==> src/rtl/perf_pkg.sv <==
// Shared types and defaults for the pipeline performance monitor.
package perf_pkg;

  typedef enum logic [1:0] {
    ST_IDLE = 2'd0,
    ST_RUN  = 2'd1,
    ST_DONE = 2'd2
  } state_e;

  localparam int unsigned SEL_CYCLE = 0;

  localparam int unsigned DEF_NUM_EVT     = 4;
  localparam int unsigned DEF_CNT_W       = 32;
  localparam int unsigned DEF_PC_W        = 32;
  localparam int unsigned DEF_TRACE_DEPTH = 16;

endpackage

==> src/rtl/perf_trace_fifo.sv <==
// Synchronous trace FIFO; pointers carry a wrap bit so full and empty are told apart.
module perf_trace_fifo #(
  parameter int unsigned WIDTH = 36,
  parameter int unsigned DEPTH = 16
) (
  input  logic             clk_i,
  input  logic             rst_i,
  input  logic             clr_i,
  input  logic             push_i,
  input  logic [WIDTH-1:0] wdata_i,
  input  logic             pop_i,
  output logic [WIDTH-1:0] rdata_o,
  output logic             full_o,
  output logic             empty_o
);

  localparam int unsigned AW = $clog2(DEPTH);

  logic [AW:0]      r_wptr;
  logic [AW:0]      r_rptr;
  logic [WIDTH-1:0] r_mem [DEPTH];
  logic             w_do_push;
  logic             w_do_pop;

  assign empty_o = (r_wptr == r_rptr);
  assign full_o  = (r_wptr[AW] != r_rptr[AW]) && (r_wptr[AW-1:0] == r_rptr[AW-1:0]);

  // A pop frees the head slot on the same edge, so a full FIFO can still accept.
  assign w_do_pop  = pop_i & ~empty_o;
  assign w_do_push = push_i & (~full_o | w_do_pop);

  always_ff @(posedge clk_i) begin
    if (rst_i || clr_i) begin
      r_wptr <= '0;
      r_rptr <= '0;
    end else begin
      if (w_do_push) r_wptr <= r_wptr + 1'b1;
      if (w_do_pop)  r_rptr <= r_rptr + 1'b1;
    end
  end

  always_ff @(posedge clk_i) begin
    if (w_do_push) r_mem[r_wptr[AW-1:0]] <= wdata_i;
  end

  assign rdata_o = r_mem[r_rptr[AW-1:0]];

endmodule

==> src/rtl/pipeline_perf_monitor.sv <==
// Cycle/event counters with a run limit, registered readback and a {PC, events} trace FIFO.
module pipeline_perf_monitor
  import perf_pkg::*;
#(
  parameter int unsigned NUM_EVT     = DEF_NUM_EVT,
  parameter int unsigned CNT_W       = DEF_CNT_W,
  parameter int unsigned PC_W        = DEF_PC_W,
  parameter int unsigned TRACE_DEPTH = DEF_TRACE_DEPTH
) (
  input  logic                             clk_i,
  input  logic                             rst_i,
  input  logic                             start_i,
  input  logic                             clear_i,
  input  logic [CNT_W-1:0]                 limit_i,
  input  logic [NUM_EVT-1:0]               evt_i,
  input  logic [PC_W-1:0]                  pc_i,
  input  logic [$clog2(NUM_EVT+2)-1:0]     rd_sel_i,
  output logic [CNT_W-1:0]                 rd_data_o,
  output logic                             running_o,
  output logic                             done_o,
  output logic [NUM_EVT:0]                 sat_o,
  output logic                             ovf_o,
  output logic                             trace_valid_o,
  input  logic                             trace_ready_i,
  output logic [PC_W-1:0]                  trace_pc_o,
  output logic [NUM_EVT-1:0]               trace_evt_o
);

  localparam int unsigned NCNT  = NUM_EVT + 1;
  localparam int unsigned SEL_W = $clog2(NUM_EVT + 2);
  localparam int unsigned REC_W = PC_W + NUM_EVT;

  state_e                      r_state;
  state_e                      w_state_next;
  logic                        w_clr;
  logic                        w_run;
  logic [NCNT-1:0]             w_inc;
  logic [NCNT-1:0][CNT_W-1:0]  w_cnt;
  logic [NCNT-1:0][CNT_W-1:0]  w_cnt_next;
  logic [NCNT-1:0]             w_sat;
  logic [CNT_W-1:0]            w_rd_sel;
  logic [CNT_W-1:0]            r_rd_data;
  logic                        r_ovf;
  logic                        w_push;
  logic                        w_drop;
  logic                        w_full;
  logic                        w_empty;
  logic [REC_W-1:0]            w_rdata;

  assign w_clr = rst_i | clear_i;
  assign w_run = (r_state == ST_RUN);
  assign w_inc = {evt_i, 1'b1};

  // Counter 0 is the cycle counter; counter k+1 follows event channel k.
  for (genvar k = 0; k < NCNT; k++) begin : g_cnt
    logic [CNT_W-1:0] r_cnt;
    logic             r_sat;
    logic             w_at_max;
    logic             w_hit;

    assign w_at_max      = &r_cnt;
    assign w_hit         = w_run & w_inc[k];
    assign w_cnt_next[k] = (w_hit && !w_at_max) ? r_cnt + 1'b1 : r_cnt;

    always_ff @(posedge clk_i) begin
      if (w_clr) begin
        r_cnt <= '0;
        r_sat <= 1'b0;
      end else begin
        r_cnt <= w_cnt_next[k];
        if (w_hit && w_at_max) r_sat <= 1'b1;
      end
    end

    assign w_cnt[k] = r_cnt;
    assign w_sat[k] = r_sat;
  end

  // DONE is taken on the edge that brings the cycle count to the limit.
  always_comb begin
    w_state_next = r_state;
    unique case (r_state)
      ST_IDLE: if (start_i) w_state_next = ST_RUN;
      ST_RUN: begin
        if ((limit_i != '0) && (w_cnt_next[SEL_CYCLE] == limit_i)) w_state_next = ST_DONE;
      end
      ST_DONE: w_state_next = ST_DONE;
      default: w_state_next = ST_IDLE;
    endcase
  end

  always_ff @(posedge clk_i) begin
    if (w_clr) r_state <= ST_IDLE;
    else       r_state <= w_state_next;
  end

  always_comb begin
    w_rd_sel = '0;
    for (int unsigned k = 0; k < NCNT; k++) begin
      if (rd_sel_i == SEL_W'(k)) w_rd_sel = w_cnt[k];
    end
  end

  always_ff @(posedge clk_i) begin
    if (w_clr) r_rd_data <= '0;
    else       r_rd_data <= w_rd_sel;
  end

  assign w_push = w_run & (|evt_i);
  // Full implies non-empty, so a ready consumer always frees a slot this edge.
  assign w_drop = w_push & w_full & ~trace_ready_i;

  always_ff @(posedge clk_i) begin
    if (w_clr)       r_ovf <= 1'b0;
    else if (w_drop) r_ovf <= 1'b1;
  end

  perf_trace_fifo #(
    .WIDTH (REC_W),
    .DEPTH (TRACE_DEPTH)
  ) u_fifo (
    .clk_i   (clk_i),
    .rst_i   (rst_i),
    .clr_i   (clear_i),
    .push_i  (w_push),
    .wdata_i ({pc_i, evt_i}),
    .pop_i   (trace_ready_i),
    .rdata_o (w_rdata),
    .full_o  (w_full),
    .empty_o (w_empty)
  );

  assign rd_data_o     = r_rd_data;
  assign running_o     = (r_state == ST_RUN);
  assign done_o        = (r_state == ST_DONE);
  assign sat_o         = w_sat;
  assign ovf_o         = r_ovf;
  assign trace_valid_o = ~w_empty;
  assign {trace_pc_o, trace_evt_o} = w_empty ? '0 : w_rdata;

endmodule

==> config.mk <==
export PLATFORM = sky130hd
export DESIGN_NAME = pipeline_perf_monitor
export DESIGN_NICKNAME = d
export VERILOG_FILES = /design/src/rtl/perf_pkg.sv /design/src/rtl/perf_trace_fifo.sv /design/src/rtl/pipeline_perf_monitor.sv
export SDC_FILE = /design/constraint.sdc
export NUM_CORES = 1
export LEC_CHECK = 0
export BUFFER_PORTS_ARGS = -buffer_cell sky130_fd_sc_hd__buf_4
export CAP_MARGIN = 10
export CORE_MARGIN = 8
export CORE_UTILIZATION = 40
export DETAILED_ROUTE_END_ITERATION = 6
export PLACE_DENSITY = 0.61
export REMOVE_ABC_BUFFERS = 1
export SLEW_MARGIN = 30
export SYNTH_ARGS = -nofsm -noshare
export SYNTH_HDL_FRONTEND = slang
export SYNTH_SLANG_ARGS = --single-unit
==> constraint.sdc <==
create_clock -name clk_i -period 5.4 [get_ports clk_i]
set_input_delay 0.27 -clock clk_i [delete_from_list [all_inputs] [get_ports clk_i]]
set_output_delay 0.27 -clock clk_i [all_outputs]
set_load 0.1 [all_outputs]
==> impl_metrics.ini <==
[outcome]
status = finished, final reports clean

[logic_synthesis]
synth_flop_cell = edfxtp_1
yosysWarnings = 0
yosys-top-cells-area = edfxtp_1 52%, dfxtp_1 13%, mux4_2 10%
ys_seq_area_share_pct = 64.55
yosys.area.top_type = edfxtp_1
synth_cell_types = 76
syn_avg_cell_area_um2 = 14.40
synth_edf_count = 576
synth.top_cell.area_share_pct = 51.73
ys_ff_latch = 790
synthCells = 2321
synth_area_mm2 = 0.03343
async_reset_ff_share_pct = 0

[routing]
wl_um = 87540
wl_per_cell_um = 24.05
route.vias.total = 20290
drtIter0Drc = 1635
drcViolationCount = 0
dr.pass1.iters = 5
detail-route-antenna-nets = 0
viasPerCell = 5.573

[critical_path]
startpoint = g_cnt[0].r_cnt[15]$_SDFF_PP0_
r2r_cells = 10
cp.required_ps = 5930
critPathArrivalTime_ps = 4510
worst_setup_path_start_kind = register
worstReg2RegEnd = r_state[1]$_SDFFE_PP0P_
critical_path.max_fanout = 12
cp-end-kind = register
reg2reg_from = g_cnt[0].r_cnt[15]$_SDFF_PP0_
r2r_slack_ps = 1420
crit_type = reg2reg

[layout]
area_growth_syn_to_layout_pct = 16.60
diodes = 0
final_nets = 2581
drive_above_1_share_pct = 19.92

[min_path]
hold_depth = 1
min_path_type = in2reg
holdPathEnd = u_fifo.r_mem[4][0]$_DFFE_PP_
worstHoldStart = evt_i[0]

[sta]
slew_headroom_pct = 29.01
drv_slew = 0
setup-tns-final_ps = 0
layout_min_cycle_time_ps = 3985
clock_skew_ps = 50.48
setup_ws_ps = 1415
worstMarginPinSlew_ps = 1065
finalHoldViolations = 0
min_period_over_period_pct = 73.79
rsz0062_at_grt = false
max_freq_mhz = 251.0
finalSetupViolCount = 0

[placement]
io_buffers = 152
pre_cts_slack_ps = 1429
gp_congestion = 0.8669
hpwl_um = 56330

[clock_network]
clock_latency_ps = 650
postCtsSetupBuffers = 0
cts_resized = 0
cts-hold-fix-buffers = 35
cts_buffer_depth = 3
clock-root-buffer = clkbuf_16
htree_levels = 3
cts_tree = done
cts_made_buffers = 84
cts.sink_count = 790
clkTransAtPathRegs_ps = 60

[grt]
grt_first_pass_wirelength_um = 131800
grt_max_degree = 209
grt_overflow = 0
antenna_found_initial = 0
grt_pass1_vias = 20880
grtUsageTotal_pct = 18.39

[power_and_ir_drop]
pwr_density_cell_mw_per_mm2 = 326.2
irDropWorstVdd_mv = 0.2530
power.leakage_uw = 0.01223

[job]
maxCapViolations = 0

[die]
num_io_pins = 153
die_x_um = 305.1
dieArea_mm2 = 0.09309
fp-row-count = 106
initial_utilization_pct = 40.20
die_h_um = 305.1
fp.coreArea_mm2 = 0.08316
[power by group]
| group | leakage (uW) | switching, uW | internal, uW |
|---|---|---|---|
| sequential | 0.00691 | 6.54 | 6510 |
| combinational | 0.00397 | 291 | 136 |
| clock | 0.00135 | 2420 | 3350 |
| total | 0.0122 | 2720 | 10000 |
[worst max-delay path by stage]
stage | endpoint | slack [ps] | cells after the start
final | r_state[1]$_SDFFE_PP0P_ | 1420 | 10
after global routing | r_state[1]$_SDFFE_PP0P_ | 1080 | 10
after CTS | trace_pc_o[24] | 1370 | 6
after detailed placement | r_state[1]$_SDFFE_PP0P_ | 1430 | 10
after global placement | r_state[1]$_SDFFE_PP0P_ | 1450 | 10
after floorplan | trace_evt_o[0] | -4050 | 4
[area by class of cell]
class	instances	area [um^2]
repair buffers	223	1827
flip-flops and latches	790	21600
clock inverters	51	565.5
inverters	35	131.4
multi-input cells	1358	11290
fillers	7212	44170
clock buffers	103	2225
well taps	1080	1351
[worst max-delay path, cell delays in order (launching register included)]
cell	delay (ps)
dfxtp_1	610
and4_1	490
nand4_1	360
or4_1	880
nand4_1	270
xnor3_1	230
nor2_1	260
and4b_1	260
a31oi_1	160
a21oi_2	160
mux2i_1	190
[per-layer routing]
metal  global-route usage [%]  up-vias  wire length, um
met5                        0        -                0
met4                    5.925        0             2693
met3                    2.746      154             3889
met2                    32.19      547            44860
met1                    23.40    10320            36100
li1                         -     9264                -
[per-stage QoR]
stage | utilization [%] | power, uW | instances | hold slack, ps | area, um^2
finish | 46.88 | 12710 | 3640 | 37.60 | 38980
global route | 46.88 | 13100 | 3640 | 14.76 | 38980
CTS | 46.88 | 12850 | 3640 | 1.438 | 38980
detailed placement | 43.10 | 7056 | 3451 | 475.2 | 35840
global placement | 43.04 | 7049 | 3449 | 460.1 | 35790
floorplan | - | 6849 | 2183 | 368.9 | 32870
[Yosys cell counts (6+ instances only)]
| cell type | instances |
|---|---|
| and4_1 | 26 |
| buf_2 | 15 |
| edfxtp_1 | 576 |
| and3_1 | 25 |
| nand2_1 | 114 |
| a221oi_1 | 6 |
| nor2_1 | 232 |
| nor2b_1 | 45 |
| nand3_1 | 43 |
| or4_1 | 6 |
| o21ai_0 | 84 |
| and2_1 | 15 |
| or3_1 | 40 |
| a31oi_1 | 7 |
| a221o_1 | 20 |
| xor2_1 | 75 |
| xnor2_1 | 86 |
| mux2i_1 | 69 |
| nor4_1 | 20 |
| buf_1 | 21 |
| inv_1 | 33 |
| buf_4 | 7 |
| dfxtp_1 | 214 |
| mux4_2 | 151 |
| ha_1 | 13 |
| a21oi_1 | 43 |
| nor3_1 | 26 |
| a22oi_1 | 8 |
| clkbuf_1 | 95 |
| nand4_1 | 53 |
| a211oi_1 | 78 |
[sequential cells by signal (all words and copies together), names as in the netlist, named ones only]
signal	flops
g_cnt.r_cnt	160
g_cnt.r_sat	5
ovf_o	1
r_state	2
rd_data_o	32
u_fifo.r_mem	576
u_fifo.r_rptr	5
u_fifo.r_wptr	5
[placed cells by master, fill, tap and decap left out, types with 21 or more instances in the layout]
| master | count |
|---|---|
| clkbuf_16 | 85 |
| and3_1 | 25 |
| mux2i_1 | 69 |
| edfxtp_1 | 576 |
| o21ai_0 | 84 |
| buf_4 | 184 |
| and4_1 | 26 |
| mux4_2 | 151 |
| nor2_1 | 220 |
| nand2_1 | 114 |
| nand3_1 | 43 |
| or3_1 | 40 |
| inv_1 | 33 |
| a211oi_1 | 78 |
| dfxtp_1 | 210 |
| nand4_1 | 53 |
| nor2b_1 | 44 |
| nor3_1 | 21 |
| xor2_1 | 75 |
| dlygate4sd3_1 | 35 |
| xnor2_1 | 86 |
| a21oi_1 | 43 |
[logic make-up after synthesis]
kind of cell | after synthesis | synth area share, %
AOI/OAI and AO/OA | 283 | 5.722
xor gates and xnor gates | 166 | 4.539
adders and majority gates | 13 | 0.4865
buffers and inverters | 173 | 2.077
DFF | 790 | 64.55
muxes | 221 | 12.32
and+or+nand+nor | 675 | 10.31
No activity file was read; power rests on OpenSTA's default activity.
